[src/rtl/fifo_arb_pkg.sv]
// ----------------------------------------------------------------------------
// fifo_arb_pkg
//   Shared definitions for the FIFO write-port arbiter:
//     ST_IDLE / ST_BURST : FSM state encodings
//     arb_state_e        : FSM state type built on those encodings
//     BEAT_W             : beat counter width (holds bursts of up to 15 words)
//     onehot()           : index -> one-hot helper for the grant/ack vectors
// ----------------------------------------------------------------------------
package fifo_arb_pkg;

   localparam logic ST_IDLE  = 1'b0;
   localparam logic ST_BURST = 1'b1;

   typedef enum logic {
      S_IDLE  = ST_IDLE,
      S_BURST = ST_BURST
   } arb_state_e;

   // MAX_BURST is limited to 1..15, so four bits always suffice.
   localparam int BEAT_W = 4;

   // One-hot decode of a requester index (up to 8 requesters).
   function automatic logic [7:0] onehot(input int unsigned idx);
      logic [7:0] v;
      v = '0;
      v[idx[2:0]] = 1'b1;
      return v;
   endfunction

endpackage

[src/rtl/fifo_wr_arbiter_rr_pick.sv]
// ----------------------------------------------------------------------------
// rr_pick
//   Combinational rotating-priority picker. Scans requesters starting at
//   rr_ptr+1 and wrapping modulo NUM_REQ; the last owner (rr_ptr itself) is
//   examined last so it only wins again when nobody else is asking.
//   Ports:
//     req    : request vector
//     rr_ptr : index of the previous owner
//     valid  : at least one request is set
//     index  : chosen requester (0 when valid is low)
// ----------------------------------------------------------------------------
module rr_pick
   import fifo_arb_pkg::*;
#(
   parameter int NUM_REQ = 4,
   parameter int IDX_W   = $clog2(NUM_REQ)
) (
   input  logic [NUM_REQ-1:0] req,
   input  logic [IDX_W-1:0]   rr_ptr,
   output logic               valid,
   output logic [IDX_W-1:0]   index
);

   logic [IDX_W-1:0] cand;

   always_comb begin
      valid = 1'b0;
      index = '0;
      cand  = '0;
      // Offsets 1..NUM_REQ; the final offset lands back on rr_ptr.
      for (int i = 1; i <= NUM_REQ; i++) begin
         cand = IDX_W'((int'(rr_ptr) + i) % NUM_REQ);
         if (!valid && req[cand]) begin
            valid = 1'b1;
            index = cand;
         end
      end
   end

endmodule

[src/rtl/fifo_wr_arbiter.sv]
// ----------------------------------------------------------------------------
// fifo_wr_arbiter
//   Round-robin arbiter that lets NUM_REQ producers share the write port of
//   an external FIFO in bursts of up to MAX_BURST words.
//
//   Handshake: producer k holds i_req[k], its data slice and i_req_last[k]
//   until o_req_ack[k]; the acked word is written to the FIFO in that same
//   cycle via o_fifo_w_data/o_fifo_w_data_stb (zero-cycle FIFO latency).
//
//   Ports:
//     i_clk, i_reset       : clock, synchronous active-high reset
//     i_req                : per-producer write request
//     i_req_data           : producer k data at [k*DATA_WIDTH +: DATA_WIDTH]
//     i_req_last           : current word closes the producer's burst
//     o_req_ack            : word of producer k accepted this cycle
//     o_fifo_w_data        : FIFO write data (owner slice, slice 0 when idle)
//     o_fifo_w_data_stb    : FIFO write strobe
//     i_fifo_full          : FIFO full, stalls the current burst
//     i_fifo_free_size     : FIFO free entries, 0 blocks new grants
//     o_grant              : one-hot owner during a burst, zero when idle
//     o_busy               : high while a burst is in progress (FSM state)
//
//   Every burst is preceded by one IDLE arbitration cycle, so bursts from
//   different producers are always separated by one strobe-free cycle.
// ----------------------------------------------------------------------------
module fifo_wr_arbiter
   import fifo_arb_pkg::*;
#(
   parameter int DATA_WIDTH  = 16,
   parameter int NUM_REQ     = 4,
   parameter int MAX_ENTRIES = 8,
   parameter int MAX_BURST   = 4
) (
   input  logic                              i_clk,
   input  logic                              i_reset,
   input  logic [NUM_REQ-1:0]                i_req,
   input  logic [NUM_REQ*DATA_WIDTH-1:0]     i_req_data,
   input  logic [NUM_REQ-1:0]                i_req_last,
   output logic [NUM_REQ-1:0]                o_req_ack,
   output logic [DATA_WIDTH-1:0]             o_fifo_w_data,
   output logic                              o_fifo_w_data_stb,
   input  logic                              i_fifo_full,
   input  logic [$clog2(MAX_ENTRIES)-1:0]    i_fifo_free_size,
   output logic [NUM_REQ-1:0]                o_grant,
   output logic                              o_busy
);

   localparam int IDX_W = $clog2(NUM_REQ);
   localparam logic [BEAT_W-1:0] MAX_BEAT = BEAT_W'(MAX_BURST);

   arb_state_e        state_q,  state_d;
   logic [IDX_W-1:0]  owner_q,  owner_d;
   logic [IDX_W-1:0]  rr_ptr_q, rr_ptr_d;
   logic [BEAT_W-1:0] beat_q,   beat_d;

   logic              pick_valid;
   logic [IDX_W-1:0]  pick_idx;

   logic              owner_req;
   logic              owner_last;
   logic [DATA_WIDTH-1:0] owner_data;
   logic              stb;
   logic [BEAT_W-1:0] beat_inc;

   // -------------------------------------------------------------------------
   // Rotating-priority pick, only consumed in IDLE.
   // -------------------------------------------------------------------------
   rr_pick #(
      .NUM_REQ (NUM_REQ),
      .IDX_W   (IDX_W)
   ) u_rr_pick (
      .req    (i_req),
      .rr_ptr (rr_ptr_q),
      .valid  (pick_valid),
      .index  (pick_idx)
   );

   // -------------------------------------------------------------------------
   // Owner view: only the owner's request, last flag and data matter, so
   // non-owner last/data bits never reach the FSM or the FIFO.
   // -------------------------------------------------------------------------
   always_comb begin
      owner_req  = i_req[owner_q];
      owner_last = i_req_last[owner_q];
      owner_data = '0;
      for (int k = 0; k < NUM_REQ; k++) begin
         if (IDX_W'(k) == owner_q) begin
            owner_data = i_req_data[k*DATA_WIDTH +: DATA_WIDTH];
         end
      end
   end

   // A word moves only while bursting, the owner presents one and the FIFO
   // has room.
   assign stb      = (state_q == S_BURST) && owner_req && !i_fifo_full;
   assign beat_inc = beat_q + BEAT_W'(1);

   // -------------------------------------------------------------------------
   // Outputs
   // -------------------------------------------------------------------------
   always_comb begin
      o_req_ack         = '0;
      o_grant           = '0;
      o_fifo_w_data_stb = stb;
      o_busy            = (state_q == S_BURST);
      o_fifo_w_data     = i_req_data[DATA_WIDTH-1:0];
      if (state_q == S_BURST) begin
         o_grant[owner_q] = 1'b1;
         o_fifo_w_data    = owner_data;
         if (stb) begin
            o_req_ack[owner_q] = 1'b1;
         end
      end
   end

   // -------------------------------------------------------------------------
   // Next-state logic
   // -------------------------------------------------------------------------
   always_comb begin
      state_d  = state_q;
      owner_d  = owner_q;
      rr_ptr_d = rr_ptr_q;
      beat_d   = beat_q;

      unique case (state_q)
         S_IDLE: begin
            if (pick_valid && (i_fifo_free_size != '0)) begin
               owner_d = pick_idx;
               beat_d  = '0;
               state_d = S_BURST;
            end
         end

         S_BURST: begin
            if (!owner_req) begin
               // Producer withdrew: close the burst without a word.
               state_d  = S_IDLE;
               rr_ptr_d = owner_q;
            end else if (stb) begin
               beat_d = beat_inc;
               if (owner_last || (beat_inc == MAX_BEAT)) begin
                  state_d  = S_IDLE;
                  rr_ptr_d = owner_q;
               end
            end
            // Full FIFO: nothing moves, beat count and owner hold.
         end

         default: begin
            state_d = S_IDLE;
         end
      endcase
   end

   // -------------------------------------------------------------------------
   // State registers. Reset leaves producer 0 with top priority by parking
   // the pointer on the highest index.
   // -------------------------------------------------------------------------
   always_ff @(posedge i_clk) begin
      if (i_reset) begin
         state_q  <= S_IDLE;
         owner_q  <= '0;
         rr_ptr_q <= IDX_W'(NUM_REQ - 1);
         beat_q   <= '0;
      end else begin
         state_q  <= state_d;
         owner_q  <= owner_d;
         rr_ptr_q <= rr_ptr_d;
         beat_q   <= beat_d;
      end
   end

endmodule

[config.mk]
export PLATFORM = sky130hd
export DESIGN_NAME = fifo_wr_arbiter
export DESIGN_NICKNAME = d
export VERILOG_FILES = /design/src/rtl/fifo_arb_pkg.sv /design/src/rtl/fifo_wr_arbiter_rr_pick.sv /design/src/rtl/fifo_wr_arbiter.sv
export SDC_FILE = /design/constraint.sdc
export NUM_CORES = 1
export LEC_CHECK = 0
export BUFFER_PORTS_ARGS = -buffer_cell sky130_fd_sc_hd__buf_2
export CORE_MARGIN = 2
export CORE_UTILIZATION = 35
export DETAILED_ROUTE_END_ITERATION = 7
export PLACE_DENSITY_LB_ADDON = 0.25
export SYNTH_ARGS = -nofsm -noshare
export SYNTH_HDL_FRONTEND = slang
export SYNTH_SLANG_ARGS = --single-unit
[constraint.sdc]
create_clock -name i_clk -period 1.9 [get_ports i_clk]
set_clock_uncertainty 0.05 [all_clocks]
set_input_delay 0.38 -clock i_clk [delete_from_list [all_inputs] [get_ports i_clk]]
set_output_delay 0.38 -clock i_clk [all_outputs]
set_load 0.05 [all_outputs]
==> impl_metrics.csv <==
group,metric,value,unit
outcome,outcome,"finished with violations",
outcome,violations,"setup timing",
synth,avgSynthCellArea,9.087,sq um
drt,drt-initial-drc-count,65,
sta,slew_headroom,73.85,%
clock_tree,cts_made_buffers,3,
drt,drc,0,
critical_path,crit_required,1.47,ns
grt,overflow,0,
synth,synth_compound_area_share,24.82,%
cells_and_area,post-route-util,76.60,%
power_and_ir_drop,clkPwrFrac,10.5,%
placed_design,place_congestion,0.7427,
placed_design,dp_slack,-0.1148,ns
cells_and_area,layout-drive-gt1-share,78.16,%
synth,syn_inst,137,
critical_path,worstPathArrival,1.74,ns
clock_tree,cts.clk_slew.worst_paths,0.07,ns
placed_design,port_buffers,103,
sta,max_freq,460.7,MHz
clock_tree,clk_path_buf_depth,2,
grt,grt_pass1_vias,1686,
placed_design,dp.final_hpwl,3507,um
synth,synthFlopType,"dfxtp_1",
power_and_ir_drop,seq_power_share,16.0,%
floorplanning,core.rowCount,21,
power_and_ir_drop,internal-power,0.0008173,W
floorplanning,initial_core_util,36.73,%
drt,wire_per_inst,18.24,um
clock_tree,cts_tree,"done",
power_and_ir_drop,peakVddDrop,0.0002892,V
synth,synth_area_leader_cell,"dfxtp_1",
grt,grt_pass1_wl,7617,um
critical_path,end_kind,"primary output",
sta,setup_viol,22,
synth,synth_top_area_share,14.47,%
synth,synthSimpleGateAreaFrac,17.09,%
floorplanning,core-area,0.003390,sq mm
cells_and_area,fillCellCount,225,
synth,synthAdderAreaFrac,2.010,%
sta,slew_viol_final,0,
synth,synth_seq_cells,9,
clock_tree,clk_latency,0.27,ns
drt,via_count,1715,
clock_tree,cts.htree.levels,1,
critical_path,crit_fanout,5,
synth,yosys-top-cells-area,"dfxtp_1, mux2_2, mux4_2, o22ai_1, mux4_1",
sta,final.min_clock_period,2.171,ns
synth,synth_xor_area_share,0,%
synth,synth_area,0.001245,sq mm
clock_tree,clockRootBuffer,"clkbuf_4",
sta,post-route-period-util,114.2,%
drt,wirelength,5600,um
floorplanning,die_area,0.004050,sq mm
sta,rsz0062_at_grt,"yes",
power_and_ir_drop,power_density,572.8,mW/mm^2
clock_tree,cts.sinks,9,
floorplanning,die_w,63.64,um
power_and_ir_drop,switching_power,0.0006699,W
sta,worstMarginPinSlew,0.3862,ns
synth,synth_top_family_by_area,"multiplexers",
power_and_ir_drop,combinationalPowerShare,73.5,%
min_path,hold_path.class,"in -> reg",
synth,synth.area.mux_share,35.08,%
sta,holdWs,0.3880,ns
drt,vias_per_cell,5.586,
drt,ant_nets,0,
grt,antenna_found_initial,0,
sta,final_hold_viol_count,0,
power_and_ir_drop,swShare,45.05,%
power_and_ir_drop,p_leak,1.183,nW
placed_design,place_area,0.002078,sq mm
flow_run,drv_cap,0,
sta,setup_slack,-0.2707,ns
cells_and_area,design_area,0.002596,sq mm
synth,synth_cell_types,42,
synth,synth-async-reset-ratio,0,%
cells_and_area,nNetsFinal,342,
grt,grt_use_total,23.14,%
cells_and_area,antenna_cells,0,
grt,grt_max_degree,28,
synth,synth_nets,217,
synth,synth_edf_count,0,
floorplanning,die_h,63.64,um
synth,yosysWarnings,0,
cells_and_area,syn_to_final_growth,108.5,%
critical_path,startpoint_type,"flop",
synth,seq_area_frac_synth,14.47,%
drt,drt_first_pass_iters,4,
floorplanning,num_io_pins,104,
critical_path,critical_path_class,"reg -> out",
[cell type report]
| type | instances | area, sq um | share of cell area [%] |
|---|---|---|---|
| clock buffer | 4 | 26.28 | 1.012 |
| inverter | 6 | 28.78 | 1.108 |
| tap | 46 | 57.56 | 2.217 |
| multi-input combinational | 110 | 1282 | 49.40 |
| sequential | 9 | 191.4 | 7.374 |
| timing repair buffer | 132 | 1010 | 38.89 |
[cell usage in the layout (no fill, tap or decap), drive strengths merged]
cell and instances:
buf 126, o22ai 16, mux2 16, a21oi 12, mux4 10, dfxtp 9
clkbuf 9, nand2 7, nand3 5, inv 5, and3 4, nand4b 4
o21ai 4, nor2 4, nor3 3, mux2i 2, ha 2, nand3b 2
o311ai 2, clkinvlp 1, nor3b 1, a211oi 1, a311o 1, a2111o 1
a21bo 1, and3b 1, nor4bb 1, a31o 1, or4 1, a311oi 1
a221o 1, a22oi 1, o221ai 1, o21a 1, or4b 1, o31ai 1
o211ai 1, bufbuf 1
[Yosys cell counts, types with 2 or more instances]
cell type / count
inv_1: 6
dfxtp_1: 9
a21oi_1: 12
mux4_1: 3
nand2_1: 7
buf_2: 2
nand3_1: 5
mux2i_1: 2
mux2_2: 16
o22ai_1: 16
and3_1: 4
nor3_1: 3
mux4_2: 7
nand4b_1: 4
ha_1: 2
clkbuf_1: 7
o21ai_0: 4
nor2_1: 4
[through the flow]
step | cells | power, W | TNS, ns
5_1_grt | 307 | 0.001550 | -5.355
6_report | 307 | 0.001487 | -4.004
3_3_place_gp | 292 | 0.001047 | -1.120
3_5_place_dp | 292 | 0.001051 | -1.183
4_1_cts | 299 | 0.001369 | -4.669
2_1_floorplan | 137 | 0.0008096 | -1.220
[power by group through the flow]
| stage | Clock [W] | Combinational, W | Sequential [W] |
|---|---|---|---|
| detailed placement | 0 | 0.000816 | 0.000236 |
| global placement | 0 | 0.000810 | 0.000236 |
| CTS | 0.000159 | 0.000977 | 0.000233 |
| finish | 0.000156 | 0.00109 | 0.000239 |
| global route | 0.000168 | 0.00114 | 0.000242 |
| floorplan | 0 | 0.000583 | 0.000227 |
[final timing paths]
check | cells after the start | startpoint | end | slack [ns]
worst max-delay path | 4 | owner_q[0] | o_fifo_w_data[12] | -0.27
worst min-delay path | 2 | i_reset | o_busy | 0.39
worst max register to register | 5 | beat_q[1] | rr_ptr_q[1] | 0.05
worst min register to register | 1 | beat_q[0] | beat_q[0] | 0.50
[critical path, cell delays in order, from the launching register on]
cell	delay [ns]
dfxtp_4	0.39
buf_6	0.14
mux4_2	0.51
mux2_4	0.28
buf_8	0.15
[sequential cells by signal (all words and copies together), names as in the netlist]
| register | flops |
|---|---|
| beat_q | 4 |
| owner_q | 2 |
| rr_ptr_q | 2 |
| o_busy | 1 |
[routing by layer]
| layer | share of wire [%] | vias to the layer above | GRT usage (%) |
|---|---|---|---|
| li1 | - | 810 | - |
| met1 | 42 | 827 | 27.92 |
| met3 | 5.7 | 8 | 3.393 |
| met4 | 1.4 | 0 | 4.348 |
| met5 | 0 | - | 0 |
| met2 | 51 | 70 | 43.29 |
[kinds of logic (layout without fill, tap and decap cells)]
kind of cell,after synthesis,after routing
buffers and inverters,18,142
multiplexers,28,28
adder cells (fa/ha/maj),2,2
AO/OA/AOI/OAI,46,46
AND/OR/NAND/NOR,34,34
flip-flops,9,9
[repair_timing]
item | CTS | global route
gates resized for setup | 72 | 26
hold endpoints to repair | 0 | 0
pin swaps | 1 | 2
buffers inserted | 2 | 5
endpoints found under the setup margin | 25 | 27
hold buffers | 0 | 0
cloned | 1 | 3
Note: power is estimated with default switching activity, not from simulation.
